--- config.mk ---
export PLATFORM = sky130hd
export DESIGN_NAME = mask_txn_sequencer
export DESIGN_NICKNAME = d
export VERILOG_FILES = /design/src/rtl/mask_txn_sequencer.sv
export SDC_FILE = /design/constraint.sdc
export NUM_CORES = 1
export LEC_CHECK = 0
export CORE_UTILIZATION = 40
export CTS_CLUSTER_DIAMETER = 40
export DETAILED_ROUTE_END_ITERATION = 6
export PLACE_DENSITY = 0.78
export SLEW_MARGIN = 40
export SYNTH_ARGS = -nofsm -noshare
export SYNTH_HDL_FRONTEND = slang
export SYNTH_SLANG_ARGS = --single-unit
--- constraint.sdc ---
create_clock -name aclk -period 3.75 [get_ports aclk]
set_input_delay 0.375 -clock aclk [delete_from_list [all_inputs] [get_ports aclk]]
set_output_delay 0.375 -clock aclk [all_outputs]
set_load 0.01 [all_outputs]
--- src/rtl/mask_txn_sequencer.sv ---
// mask_txn_sequencer: autonomous write-then-readback sweep over NUM_REGS registers via the mask master.
// Build option: define MASK_SEQ_ADDR_PATTERN_EN to XOR each register's data with its address.
module mask_txn_sequencer #(
  parameter int unsigned NUM_REGS    = 4,
  parameter logic [31:0] BASE_ADDR   = 32'h0,
  parameter int unsigned ADDR_STRIDE = 4,
  parameter int unsigned START_HOLD  = 10,
  parameter int unsigned TIMEOUT     = 255
) (
  input  logic        aclk,
  input  logic        areset,
  input  logic        go,
  input  logic [31:0] wr_data,
  input  logic [31:0] out_addr,
  input  logic [4:0]  mask_n,
  input  logic        txn_done,
  input  logic [31:0] rd_data,
  input  logic        wr_resp_err,
  input  logic        rd_resp_err,
  output logic        M_MASK_READ_WRITE_TRANSACTION,
  output logic        M_MASK_START_TRANSACTION,
  output logic        M_MASK_VALID,
  output logic [31:0] M_MASK_ADDR,
  output logic [31:0] M_MASK_DATA,
  output logic [31:0] M_MASK_OUTPUT_ADDR,
  output logic [4:0]  M_MASK_N,
  output logic        busy,
  output logic        done,
  output logic        pass,
  output logic [4:0]  err_count,
  output logic [31:0] fail_addr
);

  // state | meaning
  // IDLE  | waiting for go
  // SETUP | address/data/direction presented, VALID high
  // START | START strobe held for START_HOLD cycles
  // WAIT  | waiting for txn_done, bounded by TIMEOUT
  // ADV   | step to next register or to the read phase
  // FIN   | done pulse, pass/fail published
  typedef enum logic [2:0] {
    S_IDLE, S_SETUP, S_START, S_WAIT, S_ADV, S_FIN
  } state_t;

  localparam logic [7:0] HOLD_LD  = 8'(START_HOLD - 1);
  localparam logic [7:0] TO_LD    = 8'(TIMEOUT - 1);
  localparam logic [3:0] LAST_IDX = 4'(NUM_REGS - 1);

`ifdef MASK_SEQ_ADDR_PATTERN_EN
  localparam logic [31:0] PAT_ADDR_MASK = 32'hFFFF_FFFF;
`else
  localparam logic [31:0] PAT_ADDR_MASK = 32'h0000_0000;
`endif

  function automatic logic [31:0] f_addr(input logic [3:0] idx);
    return BASE_ADDR + (32'(idx) * ADDR_STRIDE);
  endfunction

  function automatic logic [31:0] f_reg_data(input logic [31:0] pat, input logic [31:0] addr);
    return pat ^ (addr & PAT_ADDR_MASK);
  endfunction

  state_t      r_state;
  state_t      w_next_state;
  logic [7:0]  r_timer;
  logic [3:0]  r_idx;
  logic        r_rw;
  logic [31:0] r_pattern;
  logic [31:0] r_addr;
  logic [31:0] r_data;
  logic [31:0] r_out_addr;
  logic [4:0]  r_mask_n;
  logic        r_valid;
  logic        r_busy;
  logic        r_done;
  logic        r_pass;
  logic [4:0]  r_err_count;
  logic [31:0] r_fail_addr;

  logic        w_txn_end;
  logic        w_txn_err;
  logic        w_rd_bad;
  logic [3:0]  w_idx_inc;
  logic [31:0] w_addr_inc;

  assign w_rd_bad   = rd_resp_err || (rd_data != r_data);
  assign w_idx_inc  = r_idx + 4'd1;
  assign w_addr_inc = f_addr(w_idx_inc);

  always_ff @(posedge aclk or posedge areset) begin
    if (areset) r_state <= S_IDLE;
    else        r_state <= w_next_state;
  end

  always_comb begin
    w_next_state = r_state;
    w_txn_end    = 1'b0;
    w_txn_err    = 1'b0;
    case (r_state)
      S_IDLE:  if (go) w_next_state = S_SETUP;
      S_SETUP: w_next_state = S_START;
      S_START: if (r_timer == 8'd0) w_next_state = S_WAIT;
      S_WAIT: begin
        // a completion in the final timeout cycle wins over the timeout
        if (txn_done) begin
          w_txn_end = 1'b1;
          w_txn_err = r_rw ? w_rd_bad : wr_resp_err;
        end else if (r_timer == 8'd0) begin
          w_txn_end = 1'b1;
          w_txn_err = 1'b1;
        end
        if (w_txn_end) w_next_state = S_ADV;
      end
      S_ADV: begin
        if (r_idx == LAST_IDX && r_rw) w_next_state = S_FIN;
        else                           w_next_state = S_SETUP;
      end
      S_FIN:   w_next_state = S_IDLE;
      default: w_next_state = S_IDLE;
    endcase
  end

  always_ff @(posedge aclk or posedge areset) begin
    if (areset) begin
      r_timer     <= '0;
      r_idx       <= '0;
      r_rw        <= 1'b0;
      r_pattern   <= '0;
      r_addr      <= '0;
      r_data      <= '0;
      r_out_addr  <= '0;
      r_mask_n    <= '0;
      r_valid     <= 1'b0;
      r_busy      <= 1'b0;
      r_done      <= 1'b0;
      r_pass      <= 1'b0;
      r_err_count <= '0;
      r_fail_addr <= '0;
    end else begin
      r_done <= 1'b0;
      case (r_state)
        S_IDLE: begin
          if (go) begin
            r_pattern   <= wr_data;
            r_out_addr  <= out_addr;
            r_mask_n    <= mask_n;
            r_err_count <= '0;
            r_pass      <= 1'b0;
            r_fail_addr <= '0;
            r_idx       <= '0;
            r_rw        <= 1'b0;
            r_addr      <= BASE_ADDR;
            r_data      <= f_reg_data(wr_data, BASE_ADDR);
            r_busy      <= 1'b1;
            r_valid     <= 1'b1;
          end
        end
        S_SETUP: r_timer <= HOLD_LD;
        S_START: begin
          if (r_timer == 8'd0) r_timer <= TO_LD;
          else                 r_timer <= r_timer - 8'd1;
        end
        S_WAIT: begin
          if (!w_txn_end) r_timer <= r_timer - 8'd1;
          if (w_txn_err) begin
            if (r_err_count != 5'd31) r_err_count <= r_err_count + 5'd1;
            if (r_err_count == 5'd0)  r_fail_addr <= r_addr;
          end
        end
        S_ADV: begin
          if (r_idx != LAST_IDX) begin
            r_idx  <= w_idx_inc;
            r_addr <= w_addr_inc;
            r_data <= f_reg_data(r_pattern, w_addr_inc);
          end else if (!r_rw) begin
            r_rw   <= 1'b1;
            r_idx  <= '0;
            r_addr <= BASE_ADDR;
            r_data <= f_reg_data(r_pattern, BASE_ADDR);
          end else begin
            r_done  <= 1'b1;
            r_pass  <= (r_err_count == 5'd0);
            r_busy  <= 1'b0;
            r_valid <= 1'b0;
          end
        end
        default: ;
      endcase
    end
  end

  assign M_MASK_START_TRANSACTION      = (r_state == S_START);
  assign M_MASK_READ_WRITE_TRANSACTION = r_rw;
  assign M_MASK_VALID                  = r_valid;
  assign M_MASK_ADDR                   = r_addr;
  assign M_MASK_DATA                   = r_data;
  assign M_MASK_OUTPUT_ADDR            = r_out_addr;
  assign M_MASK_N                      = r_mask_n;
  assign busy                          = r_busy;
  assign done                          = r_done;
  assign pass                          = r_pass;
  assign err_count                     = r_err_count;
  assign fail_addr                     = r_fail_addr;

endmodule

# --- Word level (Yosys, flattened, before mapping) ---
# Index checks and enable logic that the tools add are counted.
totals:
  word_cells: 98
  input_bits: 107
  out_inout_bits: 144
  regBits: 189
classes:
  mux: 47
  addsub: 3
  n_eq_ne: 18
  reduce_logical: 16
op_table:
  columns: ["operator", "n"]
  rows:
  - ["32-bit two-way mux", 8]
  - ["32-bit case mux with 2 select lines", 3]
  - ["32-bit != test", 1]
  - ["8-bit case mux with 3 select lines", 1]
  - ["1-bit two-way mux", 17]
  - ["8-bit two-way mux", 2]
  - ["5-bit two-way mux", 3]
  - ["3-bit case mux with 5 select lines", 1]
  - ["2-bit != test, second input constant", 7]
  - ["3-bit two-way mux", 4]
  - ["4-bit two-way mux", 3]
  - ["4-bit AND reduction", 3]
  - ["5-bit case mux with 2 select lines", 1]
  - ["3-bit AND reduction", 3]
  - ["8-bit logical NOT", 1]
  - ["4-bit case mux with 2 select lines", 1]
  - ["8-bit by 1-bit subtractor with 8-bit output, second input constant", 1]
  - ["3-bit by 2-bit equality test with 1-bit output, second input constant", 2]
  - ["1-bit case mux with 2 select lines", 3]
  - ["5-bit by 1-bit adder with 5-bit output, second input constant", 1]
  - ["5-bit logical NOT", 1]
  - ["5-bit != test, second input constant", 1]
  - ["4-bit by 1-bit adder with 4-bit output, second input constant", 1]
  - ["4-bit by 2-bit equality test with 1-bit output, second input constant", 1]
  - ["11 further kinds", 14]

# --- Logic depth before layout (Yosys ltp) ---
logic_depth:
  depth_word: 7
  ltp_mapped: 10

# --- Least setup slack after synthesis ---
# Ideal clock, no wire load.
synth_timing:
  path_kind: "flip-flop to flip-flop"
  start: "register, netlist name err_count[0]"
  end: "register r_mask_n[0], in the netlist M_MASK_N[0]"
  arrival_ns: 2.135
  setup_time_ns: 0.128
  path_slack_ns: 1.487
  required_ns: 3.622
  stages_incl_launch_ff: 9
  n_path_buf: 1
  cell_sequence: "dfrtp_1 > ha_1 > and3_1 > ha_1 > nor2_1 > a21oi_1 > nor3_2 > buf_2 > mux2_1"
synth_rtl:
  columns: ["element", "line", "text"]
  rows:
  - ["end signal, assigned", "146", "r_mask_n <= mask_n;"]
  - ["end, declared", "72", "logic [4:0] r_mask_n;"]

# --- Worst setup path after layout ---
layout_timing:
  start: "register r_state[0]"
  end: "register r_data[26], in the netlist M_MASK_DATA[26]"
layout_via:
  elab_chain_cells: 3
  word_cells_on_any_way: 7
  cone_classes: "eq/ne (3); mux (1); reduce/logical (3)"
layout_rtl:
  columns: ["element", "line", "text"]
  rows:
  - ["start, declared", "63", "state_t r_state;"]
  - ["start signal, assigned", "92", "else r_state <= w_next_state;"]
  - ["3-bit equality test / 3-bit logical NOT (equally long branches)", "141", "case (r_state)"]
  - ["3-bit != test (no source line), or another cell as far along", null, null]
  - ["3-bit AND reduction (no source line)", null, null]
  - ["end signal, assigned", "153", "r_data <= f_reg_data(wr_data, BASE_ADDR);"]
  - ["end signal, assigned", "174", "r_data <= f_reg_data(r_pattern, w_addr_inc);"]
  - ["end signal, assigned", "179", "r_data <= f_reg_data(r_pattern, BASE_ADDR);"]
  - ["end, declared", "70", "logic [31:0] r_data;"]
# Parallel ways exist; a longest one is shown, timed or not.
# A chain may end at the register's enable or synchronous reset.

==> flow_metrics.py <==
metrics = {
    "outcome": {
        "status": "finished, final reports clean",
    },
    "place": {
        "dp_hpwl_um": 11040,
        "place_inst": 941,
        "gp_congestion": 0.8094,
        "io_buffers": 194,
    },
    "cts": {
        "cts_setup_buffers": 0,
        "cts_resized": 0,
        "cts_buffers": 17,
        "htreeDepth": 4,
        "clk_latency_ps": 410,
        "cts.sinks": 129,
        "clock_path_buffers": 2,
        "clk_pin_slew_ps": 50,
        "cts_tree": "built",
        "hold_buffers": 0,
        "clockRootBuffer": "clkbuf_16",
    },
    "route": {
        "wirelength_um": 15210,
        "drt_iter0_drc": 274,
        "ant_nets": 0,
        "drc_errors": 0,
        "dr.pass1.iters": 4,
        "avgViaCountPerCell": 4.905,
        "num_vias": 4773,
        "post_drt_wl_per_cell_um": 15.63,
    },
    "layout": {
        "areaGrowthSynthToFinish_pct": 40.73,
        "drive_above_1_share_pct": 6.242,
        "final.fill_count": 1278,
        "antenna_cells": 0,
        "final_cell_mix": "194 x clkdlybuf4s50_1, 129 x dfrtp_1, 74 x nand2_1",
        "mostFrequentLayoutCell": "clkdlybuf4s50_1",
        "finalNonFillerCells": 973,
        "finalNetCount": 885,
    },
    "die": {
        "die_h_um": 126.9,
        "die-area_sq_um": 16110,
        "num_rows": 45,
        "io_pins": 251,
        "die_w_um": 126.9,
        "initial_utilization_pct": 41.06,
        "coreArea_sq_um": 15200,
    },
    "synth": {
        "synth.cell_area_sq_um": 6242,
        "synth_mux_area_share_pct": 12.63,
        "postSynth.asyncResetShare_pct": 100.0,
        "yosysTopAreaCell": "dfrtp_1",
        "ys_types": 44,
        "synthTopCellsByArea": "dfrtp_1 52%, mux2_1 12%, buf_4 6.9%",
        "yosysTopAreaCellShare_pct": 51.71,
        "synth_compound_area_share_pct": 8.639,
        "synth_area_per_cell_sq_um": 10.78,
        "synth_ff_type": "dfrtp_1",
        "ys_ff_latch": 129,
        "yosysWarnings": 0,
        "synthAdderAreaFrac_pct": 1.203,
        "synth_top_family_by_area": "multiplexers",
        "synth_xor_xnor_area_share_pct": 4.630,
        "synth_edf_count": 0,
        "synthCells": 579,
        "synthSimpleGateAreaFrac_pct": 11.69,
        "seq_area_frac_synth_pct": 51.71,
    },
    "setup_path": {
        "cp-end-kind": "flop",
        "rr_startpoint": "r_state[0]",
        "critPathArrivalTime_ps": 2940,
        "worst-setup-path-type": "reg2reg",
        "cp_slowest_cell": "nor2_4",
        "cp.required_ps": 4060,
        "regToRegSetupSlack_ps": 1120,
        "crit_path_start_kind": "flop",
        "path_cells": "nor2_1, o21ai_0, nor2_4, buf_4, nor2_1, a31oi_1",
        "cp_slowest_stage_delay_ps": 490,
        "crit_fanout": 46,
        "worstReg2RegEnd": "M_MASK_DATA[26]",
        "critical_path.most_common_cell": "nor2_1",
        "ff2ff_path_depth": 6,
    },
    "timing": {
        "fin_skew_ps": 6.341,
        "worstMarginPinSlew_ps": 797.1,
        "drv_slew": 0,
        "timing_hold_violations_final": 0,
        "period_needed_ps": 2628,
        "setup_viol": 0,
        "rsz0062_at_grt": "no",
        "finalCritPeriodShare_pct": 70.08,
        "tns_ps": 0,
        "fmax_ghz": 0.3805,
        "slew_headroom_pct": 46.30,
        "fin_hold_ws_ps": 391.0,
    },
    "global_route": {
        "first_global_vias": 4730,
        "grt-ovfl-total": 0,
        "antenna_found_initial": 0,
        "grt_pass1_wl_um": 24660,
        "grtUsageTotal_pct": 20.08,
        "grt_max_degree": 78,
    },
    "run": {
        "drv_cap": 0,
    },
    "pwr": {
        "worst_ir_drop_vdd_mv": 0.4988,
        "powerDensity_nw_per_um2": 796.8,
        "p_leak_nw": 3.739,
    },
    "worst_hold_path": {
        "hold_class": "in2async",
    },
}
[critical path: cells and delay by family, from the launching register on]
kind	cells	cell delay, ps
compound gates	2	640
buf+inv	1	490
flops	1	430
simple gates	3	950
[per-layer routing]
layer / vias up / routed length, um / GRT usage [%]
li1: 2264 / - / -
met1: 2305 / 6346 / 25.59
met2: 179 / 7389 / 31.67
met3: 25 / 1114 / 6.116
met4: 0 / 361 / 8.613
met5: - / 0 / 0
[report_power, final]
group	switching, W	internal [W]
clock network	0.000579	0.00113
registers	0.000443	0.00203
logic	0.00130	0.00153
total	0.00232	0.00468
[synthesized netlist by cell type (all sizes together) (5+ instances only)]
cell type	count
dfrtp	129
nand2	74
buf	72
mux2	70
nor2	45
a31oi	35
xnor2	29
o21ai	15
a21oi	14
inv	13
clkbuf	10
nand4	8
nor3	8
nand3	7
a22o	6
ha	6
o22a	6
or3	5
[per-stage QoR]
| stage | area (sq um) | util (%) | setup WS, ps | total power, W |
|---|---|---|---|---|
| after CTS | 8785 | 57.79 | 1148 | 0.007080 |
| after floorplan | 6452 | - | 1487 | 0.004048 |
| after global routing | 8785 | 57.79 | 805.6 | 0.007473 |
| after global placement | 8168 | 53.73 | 1206 | 0.005263 |
| after detailed placement | 8172 | 53.75 | 1157 | 0.005341 |
| final | 8785 | 57.79 | 1122 | 0.007000 |
[worst max-delay path by stage]
stage                            start         endpoint  slack, ps  cells after the start
after floorplan           err_count[0]      M_MASK_N[0]       1490                      8
after global placement      rd_data[2]     fail_addr[4]       1210                      8
after detailed placement    rd_data[2]     fail_addr[3]       1160                      8
after CTS                   r_state[0]  M_MASK_DATA[26]       1150                      6
after global routing        r_state[0]  M_MASK_DATA[26]        810                      6
final                       r_state[0]  M_MASK_DATA[26]       1120                      6
[logic make-up (layout without fill, tap and decap cells)]
| kind of cell | Yosys count | count (layout) |
|---|---|---|
| other | 1 | 56 |
| buffers and inverters | 95 | 246 |
| muxes | 70 | 70 |
| DFF | 129 | 129 |
| AOI/OAI and AO/OA | 83 | 83 |
| xor gates and xnor gates | 33 | 33 |
| and+or+nand+nor | 162 | 162 |
| adders and majority gates | 6 | 6 |
[cell type report]
cell class / count / area, sq um / area share (%)
Sequential cell: 129 / 3228 / 36.75
Multi-Input combinational cell: 410 / 2649 / 30.15
Timing Repair Buffer: 201 / 2007 / 22.85
Clock buffer: 22 / 454.2 / 5.170
Tap cell: 188 / 235.2 / 2.678
Clock inverter: 10 / 158.9 / 1.809
Inverter: 13 / 52.55 / 0.5982
[sequential cells by signal, indices dropped and copies added (netlist names), 3 cells and up]
signal / flops
M_MASK_ADDR: 4
M_MASK_DATA: 32
M_MASK_N: 5
M_MASK_OUTPUT_ADDR: 32
err_count: 5
fail_addr: 4
r_pattern: 32
r_state: 3
r_timer: 8
Note: power is estimated with default switching activity, not from simulation.
